File: src/rtl/fetch_pkg.sv
// Shared definitions for the instruction fetch stage.
//   fetch_state_e    : fetch FSM state encoding
//   NOP_INSTR        : RV32I canonical NOP (addi x0, x0, 0)
//   RESET_PC_DEFAULT : default program counter value after reset
package fetch_pkg;

  typedef enum logic [1:0] {
    S_RESET = 2'd0,
    S_FETCH = 2'd1,
    S_EXEC  = 2'd2,
    S_TRAP  = 2'd3
  } fetch_state_e;

  localparam logic [31:0] NOP_INSTR        = 32'h0000_0013;
  localparam logic [31:0] RESET_PC_DEFAULT = 32'h0000_0000;

endpackage

File: src/rtl/next_pc_sel.sv
// Next program counter selection (purely combinational).
// Ports:
//   pc, imm, alu_result : current PC, sign-extended immediate, rs1+imm for jalr
//   branch_taken, jal, jalr : control-flow outcome of the current instruction
//   next_pc   : selected target (may be misaligned; the caller decides what to do)
//   pc_plus4  : sequential successor / link address
// Priority: jalr > jal > branch_taken > sequential. All adds wrap modulo 2^32.
module next_pc_sel
  import fetch_pkg::*;
(
  input  logic [31:0] pc,
  input  logic [31:0] imm,
  input  logic [31:0] alu_result,
  input  logic        branch_taken,
  input  logic        jal,
  input  logic        jalr,
  output logic [31:0] next_pc,
  output logic [31:0] pc_plus4
);

  logic [31:0] pc_rel;

  assign pc_rel   = pc + imm;
  assign pc_plus4 = pc + 32'd4;

  always_comb begin
    next_pc = pc_plus4;
    if (jalr) begin
      // jalr clears bit 0 of the computed target
      next_pc = alu_result & ~32'd1;
    end else if (jal || branch_taken) begin
      next_pc = pc_rel;
    end
  end

endmodule

File: src/rtl/instr_fetch_unit.sv
// Instruction fetch stage of the RV32I core.
// Owns the PC, fetches one instruction word per instruction over a
// ready-handshaked memory port, holds it for the decoder and advances the PC
// once the downstream stage acknowledges execution.
// Ports:
//   clk, reset (async, active-low)
//   imem_req / imem_addr / imem_ready / imem_rdata : instruction memory port
//   instrCode / instr_valid : held instruction for the decoder (NOP when idle)
//   pc / pc_plus4           : current instruction address and its successor
//   instr_ack, branch_taken, jal, jalr, imm, alu_result : execution outcome
//   misalign_err            : sticky misaligned-target flag
// Build option: FETCH_ALIGN_CHECK_EN enables misaligned-target trapping
// (S_TRAP, left only by reset). Without it targets are forced word-aligned
// and misalign_err is tied low.
module instr_fetch_unit
  import fetch_pkg::*;
#(
  parameter logic [31:0] RESET_PC = RESET_PC_DEFAULT
) (
  input  logic        clk,
  input  logic        reset,
  output logic        imem_req,
  output logic [31:0] imem_addr,
  input  logic        imem_ready,
  input  logic [31:0] imem_rdata,
  output logic [31:0] instrCode,
  output logic        instr_valid,
  output logic [31:0] pc,
  output logic [31:0] pc_plus4,
  input  logic        instr_ack,
  input  logic        branch_taken,
  input  logic        jal,
  input  logic        jalr,
  input  logic [31:0] imm,
  input  logic [31:0] alu_result,
  output logic        misalign_err
);

  fetch_state_e state, state_nx;
  logic [31:0]  instr_reg;
  logic [31:0]  raw_next_pc;
  logic [31:0]  pc_target;
  logic         retire;

  next_pc_sel u_next_pc_sel (
    .pc           (pc),
    .imm          (imm),
    .alu_result   (alu_result),
    .branch_taken (branch_taken),
    .jal          (jal),
    .jalr         (jalr),
    .next_pc      (raw_next_pc),
    .pc_plus4     (pc_plus4)
  );

  // Control-flow inputs only matter when the current instruction retires
  assign retire = (state == S_EXEC) && instr_ack;

`ifdef FETCH_ALIGN_CHECK_EN
  logic misaligned;
  assign misaligned = |raw_next_pc[1:0];
  // A misaligned target is recorded as-is so it can be inspected in S_TRAP
  assign pc_target  = raw_next_pc;
`else
  assign pc_target  = raw_next_pc & ~32'd3;
`endif

  always_ff @(posedge clk or negedge reset) begin
    if (!reset) begin
      state     <= S_RESET;
      pc        <= RESET_PC;
      instr_reg <= NOP_INSTR;
    end else begin
      state <= state_nx;
      if ((state == S_FETCH) && imem_ready) begin
        instr_reg <= imem_rdata;
      end
      if (retire) begin
        pc <= pc_target;
      end
    end
  end

  always_comb begin
    state_nx    = state;
    imem_req    = 1'b0;
    instr_valid = 1'b0;
    case (state)
      S_RESET: state_nx = S_FETCH;
      S_FETCH: begin
        imem_req = 1'b1;
        if (imem_ready) state_nx = S_EXEC;
      end
      S_EXEC: begin
        instr_valid = 1'b1;
        if (instr_ack) begin
`ifdef FETCH_ALIGN_CHECK_EN
          state_nx = misaligned ? S_TRAP : S_FETCH;
`else
          state_nx = S_FETCH;
`endif
        end
      end
      S_TRAP:  state_nx = S_TRAP;
      default: state_nx = S_RESET;
    endcase
  end

  assign imem_addr = pc;
  assign instrCode = instr_valid ? instr_reg : NOP_INSTR;

`ifdef FETCH_ALIGN_CHECK_EN
  always_ff @(posedge clk or negedge reset) begin
    if (!reset) begin
      misalign_err <= 1'b0;
    end else if (retire && misaligned) begin
      misalign_err <= 1'b1;
    end
  end
`else
  assign misalign_err = 1'b0;
`endif

endmodule

File: config.mk
export PLATFORM = sky130hd
export DESIGN_NAME = instr_fetch_unit
export DESIGN_NICKNAME = d
export VERILOG_FILES = /design/src/rtl/fetch_pkg.sv /design/src/rtl/next_pc_sel.sv /design/src/rtl/instr_fetch_unit.sv
export SDC_FILE = /design/constraint.sdc
export NUM_CORES = 1
export LEC_CHECK = 0
export CAP_MARGIN = 20
export CORE_ASPECT_RATIO = 0.9
export CORE_MARGIN = 5
export CORE_UTILIZATION = 30
export CTS_CLUSTER_DIAMETER = 120
export DETAILED_ROUTE_END_ITERATION = 6
export SLEW_MARGIN = 20
export SYNTH_ARGS = -nofsm -noshare
export SYNTH_HDL_FRONTEND = slang
export SYNTH_HIERARCHICAL = 1
export SYNTH_SLANG_ARGS = --single-unit
File: constraint.sdc
create_clock -name clk -period 2.9 [get_ports clk]
set_input_delay 0.58 -clock clk [delete_from_list [all_inputs] [get_ports clk]]
set_output_delay 0.58 -clock clk [all_outputs]
set_load 0.02 [all_outputs]
Yosys cells after proc, flatten, opt, wreduce, memory -nomap -nowiden. Cells that the tools add are included.

Register bits: 64. Bits in latches: 0. Memory bits (writable): 0. Bits in read-only memories: 0. Input port bits: 103. Word-level logic and storage cells: 23. Memories: 0.

$add $sub $neg: 2. Multiply operators: 0. Div/mod/pow operators: 0. Order comparisons: 0. Equal/unequal tests: 5. Shift-type cells: 0. Multiplexer cells: 8. Bitwise gates (word level): 0. Reductions and logical operators: 5.

Operator list (number): $mux 32 (3); $add 32x3->32 const B (1); $add 32x32->32 (1); $pmux 2 s4 (1); $eq 2x2->1 const B (2); $mux 2 (2); $ne 2x2->1 const B (2); $eq 2x1->1 const B (1); $logic_and 1x1->1 (2); $logic_not 2->1 (1); $mux 1 (2); $reduce_and 2->1 (1); $logic_or 1x1->1 (1).

Depth between registers and ports, before layout.
Depth after elaboration: 3. Depth in mapped cells: 10. Gate-level depth less buffers: 10.

Hierarchy. The synthesis kept the hierarchy.

Modules (own cells, without submodules): next_pc_sel (instances 1, cells each 476, area each 3115.5 um^2, sequential area each 0.0 um^2); instr_fetch_unit (instances 1, cells each 211, area each 3039.2 um^2, sequential area each 1605.3 um^2).

Least setup slack after synthesis. No wires, ideal clock.

Path kind: input to register. Start point: input imm[25]. End point: register pc[30], in the netlist imem_addr[30]. Library setup time: 0.125 ns. Arrival: 2.749 ns. Setup slack: 0.027 ns. Cell stages on the path: 10. Path buffers: 1. Cell sequence: ha_1 > buf_6 > a21o_1 > a31oi_4 > o211a_1 > a211oi_1 > or4_1 > mux2_4 > a32o_1 > mux2_2.

Cells in the longest elaborated chain, start to end: 3.

RTL lines: from (decl) (line instr_fetch_unit.sv:34) `input logic [31:0] imm,`; $add 32x32->32 (line next_pc_sel.sv:23) `assign pc_rel = pc + imm;`; $mux 32 (line next_pc_sel.sv:31) `end else if (jal || branch_taken) begin`; $mux 32 (line next_pc_sel.sv:28) `if (jalr) begin`; named net raw_next_pc[30] (line instr_fetch_unit.sv:41) `logic [31:0] raw_next_pc;`; to (signal assigned) (line instr_fetch_unit.sv:79) `pc <= pc_target;`; to (decl) (line instr_fetch_unit.sv:28) `output logic [31:0] pc,`.

The timed path passes the listed nets, and every way through them passes these cells. A chain may end at the register's enable or synchronous reset.

Worst setup path after layout.
Start point: input imm[18]. End point: register pc[25], in the netlist imem_addr[25].

The elaborated chain is that of the path after synthesis.

==> impl_metrics.env <==
export IMPL_power_density_nw_per_um2=1050
export IMPL_grt_max_degree=34
export IMPL_first_global_vias=6492
export IMPL_track_usage_pct=20.0
export IMPL_vdd_drop_max_v=0.000395
export IMPL_clkTransAtPathRegs_ns=0.05
export IMPL_wire_per_inst_um=19.1
export IMPL_mostFrequentLayoutCells="182 x clkdlybuf4s50_1, 176 x buf_4, 58 x dfrtp_1, 49 x nand2_1, 42 x nor2_1"
export IMPL_ios=234
export IMPL_p_sw_share_pct=44.4
export IMPL_power_frac_comb_pct=74.9
export IMPL_path_class="in -> reg"
export IMPL_num_rows=49
export IMPL_rsz0062_at_grt="true"
export IMPL_overflow=0
export IMPL_p_int_mw=6.02
export IMPL_fin_area_um2=10300
export IMPL_dr_pass1_iters=6
export IMPL_antenna_found_initial=1
export IMPL_final_period_utilization_pct=99.2
export IMPL_finish_utilization_pct=51.3
export IMPL_power_switching_mw=4.80
export IMPL_post_dp_hpwl_um=19500
export IMPL_wl_met1_um=10700
export IMPL_post_route_min_period_ns=2.88
export IMPL_fmax_ghz=0.348
export IMPL_cts_buffer_depth=2
export IMPL_die_area_um2=23400
export IMPL_core_region_area_um2=20000
export IMPL_p_leak_nw=4.69
export IMPL_critPathMaxFanout=4
export IMPL_synth_warnings=6
export IMPL_routed_top_layer="met4"
export IMPL_die_x_um=161
export IMPL_dp_cells=1257
export IMPL_ant_nets=0
export IMPL_final_cells=1292
export IMPL_dpl_worst_slack_ns=-0.570
export IMPL_gp_congestion=0.871
export IMPL_synth_area_per_cell_um2=8.99
export IMPL_cts_hold_buf=0
export IMPL_route_met3_wl_um=2360
export IMPL_wl_met2_um=11300
export IMPL_grt_pass1_wl_um=37200
export IMPL_sequentialPowerShare_pct=15.8
export IMPL_skew_ns=0.00648
export IMPL_drc=0
export IMPL_port_buffers=224
export IMPL_wl_um=24700
export IMPL_drt_iter0_markers=383
export IMPL_vias=6456
export IMPL_timing_final_ws_setup_ns=0.0245
export IMPL_final_common_cell="clkdlybuf4s50_1"
export IMPL_placed_cell_area_um2=9430
export IMPL_hp_class="in -> async"
export IMPL_status="finished clean"
export IMPL_finalHoldViolCount=0
export IMPL_floorplan_initialDensity_pct=30.5
export IMPL_critPathCaptureType="register"
export IMPL_nets=1167
export IMPL_cp_start_kind="input pin"
export IMPL_relSlewSlack_pct=35.2
export IMPL_arrival_ns=3.09
export IMPL_cap_violations=0
export IMPL_tightest_slew_ns=0.970
export IMPL_area_growth_syn_to_layout_pct=68.0
export IMPL_drv_slew=0
export IMPL_root_buffer="clkbuf_16"
export IMPL_required_ns=3.11
export IMPL_r2r_cells=13
export IMPL_cts_buffers=9
export IMPL_layout_drive_gt1_share_pct=32.9
export IMPL_die_h_um=146
export IMPL_cts_tree="done"
export IMPL_insertion_delay_ns=0.33
export IMPL_synth_area_um2=6120
export IMPL_cts_sinks=64
export IMPL_timing_hold_ws_ns=0.269
export IMPL_power_frac_clock_pct=9.3
export IMPL_syn_inst=681
export IMPL_finalSetupViolations=0
export IMPL_largest_register_ffs=32
export IMPL_htreeDepth=3
export IMPL_viasPerCell=5.00
## area by class of cell
cell class,count,area (um^2)
inverter,19,71.3
clock buffer,15,268
antenna,1,2.50
clock inverter,1,5.00
sequential,64,1610
timing repair buffer,401,3570
tap,255,319
fill,1872,9760
multi-input combinational,536,4450
## repair_timing
item / in CTS / in global routing
setup buffers: 10 / 9
pin swaps: 19 / 33
gates resized for setup: 73 / 79
setup endpoints to repair: 33 / 38
## path summary, 6_finish.rpt
path | slack, ns | to | startpoint
max in group asynchronous | 1.78 | instr_reg[1] | reset
min in group clk | 0.49 | instr_reg[22] | instr_reg[22]
max | 0.02 | imem_addr[25] | imm[18]
max reg2reg | 0.09 | imem_addr[25] | imem_addr[6]
min | 0.27 | imem_addr[29] | reset
min reg2reg | 0.49 | instr_reg[22] | instr_reg[22]
## layer usage
layer  vias up  track usage (%)
met3        29             6.09
met2       265             31.7
li1       3104                -
met1      3058             26.9
met5         -                0
met4         0             4.30
## worst max-delay path, cell delays in order
cell,delay (ns)
clkdlybuf4s50_1,0.45
ha_4,0.31
a21oi_2,0.06
buf_4,0.13
o211ai_1,0.30
o31ai_4,0.14
a21oi_4,0.24
a21oi_2,0.11
xnor2_2,0.17
a221o_1,0.33
mux2_2,0.26
## stage by stage
step / power [mW] / TNS [ns]
global route: 11.4 / -0.219
floorplan: 5.60 / 0
global placement: 9.04 / -7.23
CTS: 10.3 / -0.108
detailed placement: 9.05 / -7.27
finish: 10.8 / 0
## power by group through the flow
stage	clock, mW	combinational (mW)	sequential [mW]
final	1.00	8.10	1.71
after global routing	1.07	8.59	1.77
after CTS	1.04	7.56	1.69
after detailed placement	0	7.38	1.68
after global placement	0	7.35	1.69
after floorplan	0	3.62	1.97
No activity file was read; power rests on OpenSTA's default activity.
